===== src/rtl/uart_pkg.sv =====
// Shared UART definitions: receiver FSM states, word-length encodings and
// the line-control helper functions used by both serial paths.
package uart_pkg;

   typedef enum logic [2:0] {
      ST_IDLE,
      ST_START,
      ST_DATA,
      ST_PARITY,
      ST_STOP
   } rx_state_e;

   localparam logic [1:0] WLS_5 = 2'b00;
   localparam logic [1:0] WLS_6 = 2'b01;
   localparam logic [1:0] WLS_7 = 2'b10;
   localparam logic [1:0] WLS_8 = 2'b11;

   function automatic logic [3:0] wls_to_len(input logic [1:0] wls);
      return 4'd5 + {2'b00, wls};
   endfunction

   // Unused upper data bits must be zero so they do not disturb the XOR.
   function automatic logic parity_expected(input logic [7:0] data,
                                            input logic       eps,
                                            input logic       sp);
      logic par;
      if (sp)
         par = ~eps;
      else if (eps)
         par = ^data;
      else
         par = ~^data;
      return par;
   endfunction

endpackage


===== src/rtl/uart_rx_core.sv =====
// 16550-style serial receive engine: oversampled start detection, centre
// sampling of data/parity/stop bits and a one-cycle push to the receive FIFO.
module uart_rx_core
   import uart_pkg::*;
#(
   parameter int OVERSAMPLE = 16
) (
   input  logic       clk,
   input  logic       rst,
   input  logic       baud_pulse,
   input  logic       rx,
   input  logic [1:0] wls,
   input  logic       pen,
   input  logic       eps,
   input  logic       sp,
   output logic [7:0] rx_data,
   output logic       rx_push,
   output logic       pe,
   output logic       fe,
   output logic       bi,
   output logic       rx_busy
);

   localparam int OSW = $clog2(OVERSAMPLE);
   localparam logic [OSW-1:0] OS_HALF = OSW'(OVERSAMPLE / 2 - 1);
   localparam logic [OSW-1:0] OS_LAST = OSW'(OVERSAMPLE - 1);

   logic           rx_p0;
   logic           rx_s;
   logic           baud_q;
   logic           tick;
   rx_state_e      state;
   rx_state_e      state_nx;
   logic [OSW-1:0] os_cnt;
   logic [2:0]     bit_cnt;
   logic [7:0]     shreg;
   logic           par_bit;
   logic [1:0]     wls_f;
   logic           pen_f;
   logic           eps_f;
   logic           sp_f;
   logic           go_start;
   logic           os_clr;
   logic           samp_data;
   logic           samp_par;
   logic           samp_stop;
   logic           last_bit;

   // Stage 0: input synchronizer and baud strobe edge detect
   always_ff @(posedge clk or posedge rst) begin
      if (rst) begin
         rx_p0  <= 1'b1;
         rx_s   <= 1'b1;
         baud_q <= 1'b0;
      end else begin
         rx_p0  <= rx;
         rx_s   <= rx_p0;
         baud_q <= baud_pulse;
      end
   end

   // Only the first cycle of a stretched strobe counts.
   assign tick     = baud_pulse & ~baud_q;
   assign last_bit = ({1'b0, bit_cnt} == (wls_to_len(wls_f) - 4'd1));

   // Stage 1: frame sequencing
   always_ff @(posedge clk or posedge rst) begin
      if (rst)
         state <= ST_IDLE;
      else
         state <= state_nx;
   end

   always_comb begin
      state_nx  = state;
      go_start  = 1'b0;
      os_clr    = 1'b0;
      samp_data = 1'b0;
      samp_par  = 1'b0;
      samp_stop = 1'b0;
      case (state)
         ST_IDLE: begin
            if (!rx_s) begin
               state_nx = ST_START;
               go_start = 1'b1;
            end
         end
         ST_START: begin
            if (tick && os_cnt == OS_HALF) begin
               os_clr   = 1'b1;
               state_nx = rx_s ? ST_IDLE : ST_DATA;
            end
         end
         ST_DATA: begin
            if (tick && os_cnt == OS_LAST) begin
               samp_data = 1'b1;
               if (last_bit)
                  state_nx = pen_f ? ST_PARITY : ST_STOP;
            end
         end
         ST_PARITY: begin
            if (tick && os_cnt == OS_LAST) begin
               samp_par = 1'b1;
               state_nx = ST_STOP;
            end
         end
         ST_STOP: begin
            if (tick && os_cnt == OS_LAST) begin
               samp_stop = 1'b1;
               state_nx  = ST_IDLE;
            end
         end
         default: state_nx = ST_IDLE;
      endcase
   end

   always_ff @(posedge clk or posedge rst) begin
      if (rst) begin
         os_cnt  <= '0;
         bit_cnt <= 3'd0;
      end else begin
         if (go_start || os_clr)
            os_cnt <= '0;
         else if (tick && state != ST_IDLE)
            os_cnt <= os_cnt + 1'b1;
         if (os_clr)
            bit_cnt <= 3'd0;
         else if (samp_data)
            bit_cnt <= bit_cnt + 3'd1;
      end
   end

   // Frame datapath; cleared at every start so unused data bits read 0.
   always_ff @(posedge clk) begin
      if (go_start) begin
         shreg   <= 8'h00;
         par_bit <= 1'b0;
         wls_f   <= wls;
         pen_f   <= pen;
         eps_f   <= eps;
         sp_f    <= sp;
      end else begin
         if (samp_data)
            shreg[bit_cnt] <= rx_s;
         if (samp_par)
            par_bit <= rx_s;
      end
   end

   // Stage 2: registered push to the receive FIFO
   always_ff @(posedge clk or posedge rst) begin
      if (rst) begin
         rx_push <= 1'b0;
         rx_data <= 8'h00;
         pe      <= 1'b0;
         fe      <= 1'b0;
         bi      <= 1'b0;
      end else begin
         rx_push <= samp_stop;
         if (samp_stop) begin
            rx_data <= shreg;
            pe      <= pen_f & (par_bit != parity_expected(shreg, eps_f, sp_f));
            fe      <= ~rx_s;
            bi      <= ~rx_s & ~(|shreg) & (~par_bit | ~pen_f);
         end
      end
   end

   assign rx_busy = (state != ST_IDLE);

endmodule


===== config.mk =====
export PLATFORM = sky130hd
export DESIGN_NAME = uart_rx_core
export DESIGN_NICKNAME = d
export VERILOG_FILES = /design/src/rtl/uart_pkg.sv /design/src/rtl/uart_rx_core.sv
export SDC_FILE = /design/constraint.sdc
export NUM_CORES = 1
export LEC_CHECK = 0
export ABC_AREA = 1
export BUFFER_PORTS_ARGS = -buffer_cell sky130_fd_sc_hd__buf_2
export CORE_UTILIZATION = 50
export CTS_BUF_LIST = sky130_fd_sc_hd__clkbuf_4 sky130_fd_sc_hd__clkbuf_8
export DETAILED_ROUTE_END_ITERATION = 6
export GPL_ROUTABILITY_DRIVEN = 0
export PLACE_DENSITY_LB_ADDON = 0.25
export SYNTH_ARGS = -nofsm -noshare
export SYNTH_HDL_FRONTEND = slang
export SYNTH_SLANG_ARGS = --single-unit

===== constraint.sdc =====
create_clock -name clk -period 3.7 [get_ports clk]
set_clock_uncertainty 0.05 [all_clocks]
set_input_delay 0.555 -clock clk [delete_from_list [all_inputs] [get_ports clk]]
set_output_delay 0.555 -clock clk [all_outputs]
set_load 0.02 [all_outputs]

==> metrics <==
DRC viols=0; mux cell area share after synthesis=0%; Power Total=1.11 mW; DR pass1 iterations=4; Seq/Total Area, Yosys=49.4%; first-pass GRT wire length=6110 um; Initial DRC Count=79; Starting Density=52.6%; CP endpoint kind=output pin; setup TNS=0 ns; max-cap violations=0; final setup vio count=0; largest family of logic cells by synthesized area=simple AND/OR/NAND/NOR gates; # diodes=0; LEAKAGE=1.03 nW; Synth Register Bits=39; post-route worst setup slack=1.83 ns; die height=64.3 um; Net count, final=282; clk sinks=39; CTS tree=yes; H-tree depth=2; DP HPWL=2510 um; Final Hold Viols=0; Synth Instances=243; GRT Util Overall=19.5%; Post-DRT Antenna Nets=0; top cell family by delay on the critical path=flip-flops; Vias=1496; adder-cell share of the synthesized area=3.87%; Total Routed Length=3300 um; die area=0.00414 sq mm; Crit path largest cell delay=0.46 ns; Mean Syn Cell Area=7.99 sq um; RSZ-0062 raised after global routing=no; worst path buffer plus inverter count=1; fmax=0.536 GHz; vias in the first global route=1406; Post CTS Setup Buffer Count=0; largest net degree at the start of global routing=26; Critical Path RT=3.09 ns; peak supply drop=0.266 mV; Worst EP arrival=1.26 ns; Layout Cells excl Fill=316; synth-to-layout area growth=11.7%; number of gates resized after cts=0; Slew HR=39.0%; CTS clk-pin slew, worst paths=0.07 ns; Synth cell types=27; worst setup path class=register to output pin; fraction of layout cells with a size suffix above 1=17.5%; Die W=64.3 um; run status=complete, no violations; Critical Path, Cell by Cell=nor2_2 -> nand2_2 -> buf_2; pre-CTS WS=2.08 ns; Slew Viols, Final=0; CP Max Fanout=5; total CTS buffers=5; core area=0.00369 sq mm; Mapped Nets=258; Period minus WS final=1.87 ns; Clk Latency, worst-skew pair=0.29 ns; Worst Setup Start Kind=register; clk buf depth=2; Cell Area, Synth=0.00194 sq mm; Root Driver=clkbuf_8; fin crit share=50.5%; Synth Area in XOR/XNOR=1.35%; Post-Synth Simple-Gate Area=28.5%; drt wl/cell=10.4 um; hold_buf cts=0; number of antenna violations at the first check in global routing=0; compound-cell area share of the yosys netlist=7.47%; yosys warns=0; Via density=4.73; PortBufs=21; Power Density=513 mW/mm^2; Post-Place Cells=308; Boundary Pins=22; FP Rows=22; Slew @ Worst Pin=0.914 ns; Hold Crit Class=register to register; Critical Path Slowest Stage Cell=dfrtp_1; Congestion Overflow GR=0
## where the power goes
part	switching [mW]	leakage [nW]	internal, mW	total, mW
combinational	0.184	0.533	0.0852	0.269
sequential	0.0462	0.440	0.484	0.530
clock	0.136	0.0549	0.177	0.314
total	0.366	1.03	0.746	1.11
## worst register-to-register path, stage by stage, from the launching register on
cell	delay, ns
dfrtp_1	0.46
nor2_2	0.21
nand2_2	0.12
nor2_4	0.31
inv_1	0.11
nand2_1	0.15
nor3b_1	0.07
## Yosys cell counts (all sizes together)
| library cell | number | area share [%] |
|---|---|---|
| nand3 | 20 | 5.4 |
| a21oi | 12 | 3.1 |
| xnor2 | 2 | 0.90 |
| nand2 | 79 | 16 |
| edfxtp | 5 | 7.7 |
| ha | 6 | 3.9 |
| dfxtp | 9 | 9.3 |
| xor2 | 1 | 0.45 |
| nor3 | 1 | 0.26 |
| inv | 36 | 7.0 |
| dfstp | 2 | 2.7 |
| nand4 | 2 | 0.64 |
| clkinv | 1 | 0.26 |
| nor2 | 21 | 5.6 |
| buf | 4 | 2.2 |
| nor3b | 1 | 0.39 |
| or2 | 1 | 0.32 |
| dfrtp | 23 | 30 |
| o21ai | 17 | 4.4 |
## layout by cell type, fill, tap and decap left out, types with 5 or more instances in the layout
cell type / netlist / routed
ha_1: 6 / 6
nand2_2: 5 / 5
buf_2: 1 / 21
nor2_1: 15 / 15
o21ai_0: 16 / 16
dfxtp_1: 9 / 9
dfrtp_1: 23 / 23
clkbuf_8: 0 / 7
a21oi_1: 12 / 12
edfxtp_1: 5 / 5
nand3_1: 19 / 19
inv_1: 33 / 33
nand2_1: 74 / 74
## cell families (layout without fill, tap and decap cells)
kind of cell    count (synthesis)  count (layout)
compound gates                 29              29
xor+xnor                        3               3
flops                          39              39
fa+ha+maj                       6               6
simple gates                  125             125
buf+inv                        41              66
## state kept, by name, indices dropped and copies added (netlist names), 2 cells and up
| signal | count |
|---|---|
| bit_cnt | 3 |
| os_cnt | 4 |
| rx_data | 8 |
| shreg | 8 |
| state | 3 |
| wls_f | 2 |
## layer usage
metal	vias to the layer above	part of all wire (%)	GRT usage (%)
met4	0	1.6	6.94
met2	24	44	30.1
met1	661	51	25.4
met3	5	3.7	6.43
met5	-	0	0
li1	806	-	-
## path summary, 6_finish.rpt
kind	startpoint	to	slack (ns)	depth (start not counted)
max	state[0]	rx_busy	1.83	3
min	rx_p0	rx_s	0.31	0
max reg2reg	state[0]	os_cnt[3]	2.11	6
min reg2reg	rx_p0	rx_s	0.31	0
max in group asynchronous	rst	bit_cnt[0]	2.63	2
min in group asynchronous	rst	baud_q	0.41	2
## stage by stage
step | hold WS, ns | util, % | instance area (sq um)
finish | 0.308 | 58.8 | 2170
global route | 0.294 | 58.8 | 2170
CTS | 0.299 | 58.8 | 2170
detailed placement | 0.299 | 56.0 | 2060
global placement | 0.295 | 56.0 | 2060
floorplan | 0.295 | - | 1940
## layout make-up
type                       count  area [sq um]
clock buffer                   8           104
fill                         353          1520
inverter                      37           140
multi-input combinational    163           801
sequential                    39           958
tap                           48          60.1
timing repair buffer          21           105
(Power assumes the default switching activity.)
